`config.mk`:
```
export PLATFORM = sky130hd
export DESIGN_NAME = round_key_ctrl_flat
export DESIGN_NICKNAME = d
export VERILOG_FILES = /design/src/rtl/aes_pkg.sv /design/src/rtl/round_key_ctrl_if.sv /design/src/rtl/round_key_ctrl_rk_buffer.sv /design/src/rtl/round_key_ctrl.sv /design/src/flat_wrapper.sv
export SDC_FILE = /design/constraint.sdc
export NUM_CORES = 2
export LEC_CHECK = 0
export CORE_AREA = 2 2 699 701
export DETAILED_ROUTE_END_ITERATION = 8
export DIE_AREA = 0 0 701 703
export SYNTH_ARGS = -nofsm -noshare
export SYNTH_HDL_FRONTEND = slang
export SYNTH_SLANG_ARGS = --single-unit
```
`constraint.sdc`:
```
create_clock -name clk -period 2.4 [get_ports clk]
set_clock_uncertainty 0.15 [all_clocks]
set_input_delay 0.48 -clock clk [delete_from_list [all_inputs] [get_ports clk]]
set_output_delay 0.48 -clock clk [all_outputs]
set_load 0.03 [all_outputs]
```
`src/rtl/aes_pkg.sv`:
```
// Shared AES key-schedule constants, sequencer state type and round-key slicing.
package aes_pkg;
  localparam int AES_NR      = 10;
  localparam int AES_NK      = 4;
  localparam int AES_RK_W    = 128;
  localparam int AES_SCHED_W = (AES_NR + 1) * AES_RK_W;

  typedef enum logic [2:0] {
    KXC_CLEAR,
    KXC_IDLE,
    KXC_START,
    KXC_WAIT,
    KXC_LATCH,
    KXC_ERROR
  } kxc_state_t;

  // Round key 0 sits in the top bits, so shifting left brings key idx to the top.
  function automatic logic [AES_RK_W-1:0] rk_slice(input logic [AES_SCHED_W-1:0] sched,
                                                   input logic [3:0] idx);
    logic [AES_SCHED_W-1:0] sh;
    sh = sched << (AES_RK_W * int'(idx));
    return sh[AES_SCHED_W-1 -: AES_RK_W];
  endfunction
endpackage

```
`src/rtl/round_key_ctrl_if.sv`:
```
// Key-load handshake, round-key read port and status between cipher side and round_key_ctrl.
interface round_key_ctrl_if;
  import aes_pkg::*;

  logic [AES_RK_W-1:0] key_in;
  logic                key_valid;
  logic                key_ready;
  logic                cipher_busy;
  logic                rk_req;
  logic [3:0]          rk_idx;
  logic                rk_valid;
  logic [AES_RK_W-1:0] rk_data;
  logic                rk_err;
  logic                key_loaded;
  logic                kx_error;

  modport master (
    output key_in, key_valid, cipher_busy, rk_req, rk_idx,
    input  key_ready, rk_valid, rk_data, rk_err, key_loaded, kx_error
  );

  modport slave (
    input  key_in, key_valid, cipher_busy, rk_req, rk_idx,
    output key_ready, rk_valid, rk_data, rk_err, key_loaded, kx_error
  );
endinterface

```
`src/rtl/round_key_ctrl_rk_buffer.sv`:
```
// Schedule register with a load port and a registered, 1-cycle indexed round-key read port.
module rk_buffer
  import aes_pkg::*;
#(
  parameter int NR = AES_NR
) (
  input  logic                   clk,
  input  logic                   rst,
  input  logic                   load,
  input  logic [AES_SCHED_W-1:0] sched_in,
  input  logic                   loaded,
  input  logic                   rk_req,
  input  logic [3:0]             rk_idx,
  output logic                   rk_valid,
  output logic [AES_RK_W-1:0]    rk_data,
  output logic                   rk_err
);
  logic [AES_SCHED_W-1:0] sched_q;

  always_ff @(posedge clk or negedge rst) begin
    if (!rst) begin
      sched_q  <= '0;
      rk_valid <= 1'b0;
      rk_err   <= 1'b0;
      rk_data  <= '0;
    end else begin
      if (load) sched_q <= sched_in;
      // Reads use the pre-load contents, so a read during the latch cycle sees the old buffer.
      if (rk_req) begin
        if (!loaded || (rk_idx > 4'(NR))) begin
          rk_err   <= 1'b1;
          rk_valid <= 1'b0;
        end else begin
          rk_err   <= 1'b0;
          rk_valid <= 1'b1;
          rk_data  <= rk_slice(sched_q, rk_idx);
        end
      end else begin
        rk_err   <= 1'b0;
        rk_valid <= 1'b0;
      end
    end
  end
endmodule

```
`src/rtl/round_key_ctrl.sv`:
```
// Key-load sequencer driving the key-expansion engine, with timeout and a local schedule buffer.
module round_key_ctrl
  import aes_pkg::*;
#(
  parameter int NR      = AES_NR,
  parameter int TIMEOUT = 128
) (
  input  logic                   clk,
  input  logic                   rst,
  round_key_ctrl_if.slave        kif,
  output logic                   kx_rst,
  output logic                   kx_start,
  output logic [AES_RK_W-1:0]    kx_key,
  input  logic                   kx_finish,
  input  logic [AES_SCHED_W-1:0] kx_sched
);
  localparam int CW = $clog2(TIMEOUT);

  kxc_state_t    state;
  logic [CW-1:0] cnt;
  logic          resume;
  logic          hs;

  always_comb begin
    kif.key_ready = ((state == KXC_IDLE) || (state == KXC_ERROR)) && !kif.cipher_busy;
    hs            = kif.key_ready && kif.key_valid;
  end

  always_ff @(posedge clk or negedge rst) begin
    if (!rst) begin
      state          <= KXC_CLEAR;
      cnt            <= '0;
      resume         <= 1'b0;
      kx_rst         <= 1'b1;
      kx_start       <= 1'b0;
      kx_key         <= '0;
      kif.key_loaded <= 1'b0;
      kif.kx_error   <= 1'b0;
    end else begin
      case (state)
        // resume marks a CLEAR entered from ERROR, which proceeds straight to START.
        KXC_CLEAR: begin
          kx_rst <= 1'b0;
          if (resume) begin
            resume   <= 1'b0;
            kx_start <= 1'b1;
            state    <= KXC_START;
          end else begin
            state <= KXC_IDLE;
          end
        end
        KXC_IDLE: begin
          if (hs) begin
            kx_key         <= kif.key_in;
            kif.key_loaded <= 1'b0;
            kif.kx_error   <= 1'b0;
            kx_start       <= 1'b1;
            state          <= KXC_START;
          end
        end
        KXC_START: begin
          kx_start <= 1'b0;
          cnt      <= '0;
          state    <= KXC_WAIT;
        end
        KXC_WAIT: begin
          cnt <= cnt + CW'(1);
          if (kx_finish) begin
            state <= KXC_LATCH;
          end else if (cnt == CW'(TIMEOUT - 1)) begin
            kif.kx_error <= 1'b1;
            state        <= KXC_ERROR;
          end
        end
        KXC_LATCH: begin
          kif.key_loaded <= 1'b1;
          kx_rst         <= 1'b1;
          state          <= KXC_CLEAR;
        end
        KXC_ERROR: begin
          if (hs) begin
            kx_key       <= kif.key_in;
            kif.kx_error <= 1'b0;
            kx_rst       <= 1'b1;
            resume       <= 1'b1;
            state        <= KXC_CLEAR;
          end
        end
        default: begin
          kx_rst <= 1'b1;
          state  <= KXC_CLEAR;
        end
      endcase
    end
  end

  rk_buffer #(.NR(NR)) u_buf (
    .clk      (clk),
    .rst      (rst),
    .load     (state == KXC_LATCH),
    .sched_in (kx_sched),
    .loaded   (kif.key_loaded),
    .rk_req   (kif.rk_req),
    .rk_idx   (kif.rk_idx),
    .rk_valid (kif.rk_valid),
    .rk_data  (kif.rk_data),
    .rk_err   (kif.rk_err)
  );
endmodule

```
`src/flat_wrapper.sv`:
```
// flat-port wrapper written by rule: the top's interface ports become plain ports
module round_key_ctrl_flat import aes_pkg::*;
#(
  parameter int NR      = AES_NR,
  parameter int TIMEOUT = 128
)
  (clk, rst, kx_rst, kx_start, kx_key, kx_finish, kx_sched, kif_key_in, kif_key_valid, kif_cipher_busy, kif_rk_req, kif_rk_idx, kif_key_ready, kif_rk_valid, kif_rk_data, kif_rk_err, kif_key_loaded, kif_kx_error);
  round_key_ctrl_if kif_i ();
  input  logic clk;
  input  logic rst;
  output logic kx_rst;
  output logic kx_start;
  output logic [AES_RK_W-1:0] kx_key;
  input  logic kx_finish;
  input  logic [AES_SCHED_W-1:0] kx_sched;
  input wire logic [$bits(kif_i.key_in)-1:0] kif_key_in;
  input wire logic [$bits(kif_i.key_valid)-1:0] kif_key_valid;
  input wire logic [$bits(kif_i.cipher_busy)-1:0] kif_cipher_busy;
  input wire logic [$bits(kif_i.rk_req)-1:0] kif_rk_req;
  input wire logic [$bits(kif_i.rk_idx)-1:0] kif_rk_idx;
  output wire logic [$bits(kif_i.key_ready)-1:0] kif_key_ready;
  output wire logic [$bits(kif_i.rk_valid)-1:0] kif_rk_valid;
  output wire logic [$bits(kif_i.rk_data)-1:0] kif_rk_data;
  output wire logic [$bits(kif_i.rk_err)-1:0] kif_rk_err;
  output wire logic [$bits(kif_i.key_loaded)-1:0] kif_key_loaded;
  output wire logic [$bits(kif_i.kx_error)-1:0] kif_kx_error;
  assign kif_i.key_in = kif_key_in;
  assign kif_i.key_valid = kif_key_valid;
  assign kif_i.cipher_busy = kif_cipher_busy;
  assign kif_i.rk_req = kif_rk_req;
  assign kif_i.rk_idx = kif_rk_idx;
  assign kif_key_ready = kif_i.key_ready;
  assign kif_rk_valid = kif_i.rk_valid;
  assign kif_rk_data = kif_i.rk_data;
  assign kif_rk_err = kif_i.rk_err;
  assign kif_key_loaded = kif_i.key_loaded;
  assign kif_kx_error = kif_i.kx_error;
  round_key_ctrl #(.NR(NR), .TIMEOUT(TIMEOUT)) u_core (.clk(clk), .rst(rst), .kif(kif_i), .kx_rst(kx_rst), .kx_start(kx_start), .kx_key(kx_key), .kx_finish(kx_finish), .kx_sched(kx_sched));
endmodule
```
## Word level (Yosys, flattened, before mapping)

Index checks and enable logic that the tools add are counted.

| word-level totals | value |
|---|---|
| register bits after elaboration | 1,681 |
| word-level logic and storage cells | 73 |

| cells by class | value |
|---|---|
| $add $sub $neg | 1 |
| $lt $le $gt $ge | 1 |
| equality and inequality tests | 13 |
| shift-type cells | 1 |
| mux-type cells | 21 |
| bitwise gates (word level) | 2 |
| reductions and logical operators | 22 |

Operators with widths:

| kind | count |
|---|---|
| $shl A1408 B11 Y1408 | 1 |
| $pmux W3 S5 | 1 |
| $pmux W7 S2 | 1 |
| $mux W3 | 4 |
| $ne A2 B1 Y1 const B | 5 |
| $reduce_and A2 Y1 | 5 |
| $mux W1 | 9 |
| $reduce_bool A2 Y1 | 4 |
| $add A7 B1 Y7 const B | 1 |
| $eq A7 B7 Y1 const B | 1 |
| $eq A3 B2 Y1 const B | 2 |
| $eq A3 B3 Y1 const B | 2 |
| $pmux W1 S2 | 3 |
| $pmux W1 S3 | 2 |
| $reduce_and A3 Y1 | 2 |
| $gt A4 B4 Y1 const B | 1 |
| $reduce_and A4 Y1 | 1 |
| $eq A3 B1 Y1 const B | 1 |
| $logic_not A3 Y1 | 1 |
| $ne A3 B2 Y1 const B | 1 |
| $reduce_bool A3 Y1 | 1 |
| $reduce_or A3 Y1 | 1 |
| $logic_and A1 B1 Y1 | 2 |
| $logic_not A1 Y1 | 2 |
| 5 further kinds | 7 |

## Depth between registers and ports, before layout

| logic depth | value |
|---|---|
| depth in word-level cells | 6 |
| depth in mapped cells | 9 |

## By module

From an unflattened synthesis, not the netlist that was laid out.

| unflattened totals | value |
|---|---|
| cell total of the unflattened synthesis | 4,798 |
| area total of the unflattened synthesis | 74,236.2 µm² |

By module, submodules not included:

| module | instances | cells an instance | area an instance (µm²) | sequential area each (µm²) |
|---|---|---|---|---|
| rk_buffer | 1 | 4,446 | 68,404.4 | 38,486.9 |
| round_key_ctrl | 1 | 352 | 5,831.8 | 3,579.7 |

## Least setup slack after synthesis

Ideal clock, no wire load.

| path | value |
|---|---|
| path type | input-to-reg |
| from | input port kif_cipher_busy |
| to | register u_core.kx_key[118] |
| library setup time | 0.117 ns |
| arrival | 2.100 ns |
| data required time | 2.133 ns |
| path slack | 0.033 ns |
| stages | 6 |
| path buffers | 2 |
| path through | nor3b_1 nand2_1 clkbuf_1 clkbuf_1 nand2_1 nand2_1 |

| on the way | value |
|---|---|
| word-level cells in the longest chain between the ends | 4 |

RTL lines:

| what | RTL line | RTL |
|---|---|---|
| start: declaration | flat_wrapper.sv:18 | `input wire logic [$bits(kif_i.cipher_busy)-1:0] kif_cipher_busy;` |
| $logic_not A1 Y1 | round_key_ctrl.sv:25 | `kif.key_ready = ((state == KXC_IDLE) \|\| (state == KXC_ERROR)) && !kif.cipher_busy;` |
| $logic_and A1 B1 Y1 | round_key_ctrl.sv:25 |  |
| $logic_and A1 B1 Y1 | round_key_ctrl.sv:26 | `hs = kif.key_ready && kif.key_valid;` |
| $reduce_and A2 Y1 (no line) | -- |  |
| end signal: assignment | round_key_ctrl.sv:54 | `kx_key <= kif.key_in;` |
| end signal: assignment | round_key_ctrl.sv:82 | `kx_key <= kif.key_in;` |
| end: declaration | round_key_ctrl.sv:13 | `output logic [AES_RK_W-1:0] kx_key,` |

No other way between the ends.
A chain may end at the register's enable or synchronous reset.

## Final worst setup path

| path | value |
|---|---|
| from | register u_core.state[1] |
| to | output port kif_key_ready |

| on the way | value |
|---|---|
| word-level cells in the longest chain between the ends | 3 |
| elaborated cells between the ends (all ways) | 4 |
| classes of those cells | eq/ne: 2; reduce/logical: 2 |

RTL lines:

| what | RTL line | RTL |
|---|---|---|
| start: declaration | round_key_ctrl.sv:19 | `kxc_state_t state;` |
| start signal: assignment | round_key_ctrl.sv:31 | `state <= KXC_CLEAR;` |
| start signal: assignment | round_key_ctrl.sv:47 | `state <= KXC_START;` |
| start signal: assignment | round_key_ctrl.sv:49 | `state <= KXC_IDLE;` |
| $eq A3 B1 Y1 / $eq A3 B3 Y1 (equally long branches) | round_key_ctrl.sv:25 |  |
| $logic_or A1 B1 Y1 * | round_key_ctrl.sv:25 |  |
| $logic_and A1 B1 Y1 * | round_key_ctrl.sv:25 |  |
| end: declaration | flat_wrapper.sv:21 | `output wire logic [$bits(kif_i.key_ready)-1:0] kif_key_ready;` |

Every way passes the cells marked *; elsewhere a longest branch is shown, timed or not.

==> flow_summary.toml <==
[run_status]
status = "finished with violations"
violations = "negative setup slack"

[critical_path]
reg2reg_depth = 7
critPathKind = "reg2out"
crit_required_ps = 1770
crit_path_frequent_cell = "buf_6"
crit_path_end_kind = "output pin"
worstPathCellList = "buf_6, nor3b_4, buf_6, buf_8"
crit_path_max_fanout = 2
startpoint_type = "register"
crit_slowest_cell = "dfrtp_1"
worstPathArrival_ps = 1850
slowest_delay_ps = 390

[synth]
ys_warn_count = 0
ys_top_cells_by_count = "1680 x dfrtp_1, 1030 x mux2_2, 397 x nand2_1"
synth_seq_cells = 1681
yosysMostFrequentCell = "dfrtp_1"
netlist_top_cells_area = "dfrtp_1 57%, mux2_2 16%, mux4_2 7.8%"
yosysTopAreaCell = "dfrtp_1"
yosysTopAreaCellShare_pct = 56.7
yosysSeqAreaShare_pct = 56.7
synth_edf_count = 0
syn_inst = 5070
synthFlopType = "dfrtp_1"
synth.avg_cell_area_um2 = 14.6
ys_types = 35
async_flop_share_pct = 100
syn-cell-area_um2 = 74100
syn_nets = 6617

[clock_network]
clkLatencyLatePin_ps = 910
cts_buffers = 204
htree_levels = 4
clkSinkCount = 1681
cts.path.max_buffers = 4
cts_tree = "yes"
path_clk_slew_ps = 60
root_buffer = "clkbuf_16"

[sta]
finalWorstSetupSlack_ps = -75.3
fin_hold_ws_ps = 83.5
finalCritPeriodShare_pct = 103
rsz0062_at_grt = "true"
min_period_ps = 2480
worst_pin_slew_ps = 888
finalHoldViolCount = 0
finalSetupViolations = 1
slew_headroom_pct = 40.6
clock.fmax_mhz = 404
slew_violations = 0
setup_tns_ps = -75.3

[floorplan]
initial_utilization_pct = 15.3
dieArea_um2 = 493000
row_count = 256
dieHeight_um = 703
die_x_um = 701
core_area_um2 = 485000
design.portCount = 1809

[cells_and_area]
syn_to_final_growth_pct = 59.3
finalNonFillerCells = 14700
fin_util_pct = 24.3
final_nets = 9471
drive_above_1_share_pct = 26.5
finalInstanceArea_um2 = 118000

[grt]
grt_pass1_wl_um = 571000
grt_pass1_vias = 58300
grt_max_degree = 124
antenna_found_initial = 500
grt.overflow.total = 0
grt.total_usage_pct = 17.2

[power_and_ir_drop]
seqPwrFrac_pct = 41.5
swShare_pct = 34.7
clkPwrFrac_pct = 25.5
power_frac_comb_pct = 33.0
p_leak_nw = 48.7
powerDensity_nw_per_um2 = 1100
total_power_mw = 130
p_switching_mw = 45.1
vdd.ir_drop.worst_uv = 750
internal_power_mw = 85.0

[flow_run]
maxCapViolCount = 0

[worst_hold_path]
hold_class = "in2reg"
min_path_cells = 2

[drt]
drt_wl_total_um = 443000
dr.pass1.iters = 6
wl_per_cell_um = 30.2
vias = 59700
drtIter0Drc = 5292
via_per_inst = 4.06
drtAntennaViolNets = 0
drc_errors = 0

[placement]
gp_congestion = 1.05
hpwlAfterDp_um = 370000
io_buffers = 1808
placed_cells = 13300
placed_area_um2 = 102000
post-place-ws_ps = -221
[critical path, delay by kind of cell (launching register included)]
| kind | cells | cell delay, ps |
|---|---|---|
| flip-flops | 1 | 390 |
| buffers and inverters | 3 | 400 |
| AND/OR/NAND/NOR | 1 | 230 |
[metal layers]
metal  vias up  wire length (µm)  global-route usage, %
met2      3160            193000                   25.9
met1     30800            179000                   21.7
li1      24400                 -                      -
met4       282             17800                   6.33
met3      1051             51700                   7.77
met5         -              1980                      0
[power by group through the flow]
stage,combinational (mW),clock (mW),sequential [mW]
6_report,42.9,33.2,54.0
5_1_grt,45.8,35.2,55.0
4_1_cts,43.1,34.1,53.6
3_5_place_dp,42.4,0,54.0
3_3_place_gp,41.8,0,53.8
2_1_floorplan,22.7,0,52.0
[final cells by class]
class / instances / area (µm²)
Tap cell: 6450 / 8070
Multi-Input combinational cell: 3009 / 29900
Inverter: 5 / 18.8
Sequential cell: 1681 / 42100
Fill cell: 50700 / 367000
Timing Repair Buffer: 3023 / 30500
Clock buffer: 289 / 5920
Clock inverter: 86 / 1210
Antenna cell: 154 / 385
[what timing repair did]
item,CTS,global route
hold buffers,839,0
pin swaps,1,1
hold endpoints to repair,2146,0
resized for setup,540,8
buffers inserted,5,3
setup endpoints to repair,244,6
[cell usage in the layout, fill, tap and decap left out, drive strengths merged, types with 2 or more instances in the layout]
cell type and count:
mux4 256, buf 437, clkinvlp 11, o32ai 2, a2bb2oi 129, nor3 3
nand3b 129, inv 15, diode 154, clkdlybuf4s18 3, dlygate4sd2 129, clkbuf 293
o21ai 139, dlygate4sd3 839, bufinv 21, dfrtp 1680, clkinv 44, nand3 5
clkdlybuf4s50 1540, a31oi 3, mux2i 259, a21oi 134, nor2 134, mux2 1408
nand2 397, clkdlybuf4s15 71
[registers in the layout (all words and copies together) (netlist names), 3 cells and up]
name                  flops
u_core.cnt                7
u_core.u_buf.rk_data    128
u_core.state              3
u_core.kx_key           128
u_core.u_buf.sched_q   1408
[logic make-up after synthesis]
family | synth area share (%)
flops | 56.7
simple gates | 4.11
compound gates | 3.46
buf+inv | 3.00
mux | 32.7
fa+ha+maj | 0.0169
[worst paths after layout]
kind	start	to	slack, ps
worst max-delay path	u_core.state[1]	kif_key_ready	-80
worst min-delay path	kx_sched[792]	u_core.u_buf.sched_q[792]	80
worst max register to register	u_core.state[1]	u_core.u_buf.sched_q[885]	20
worst min register to register	u_core.kx_key[104]	u_core.kx_key[104]	320
max in group asynchronous	rst	u_core.u_buf.sched_q[314]	630
min in group asynchronous	rst	u_core.u_buf.rk_data[52]	250
(Power assumes the default switching activity.)
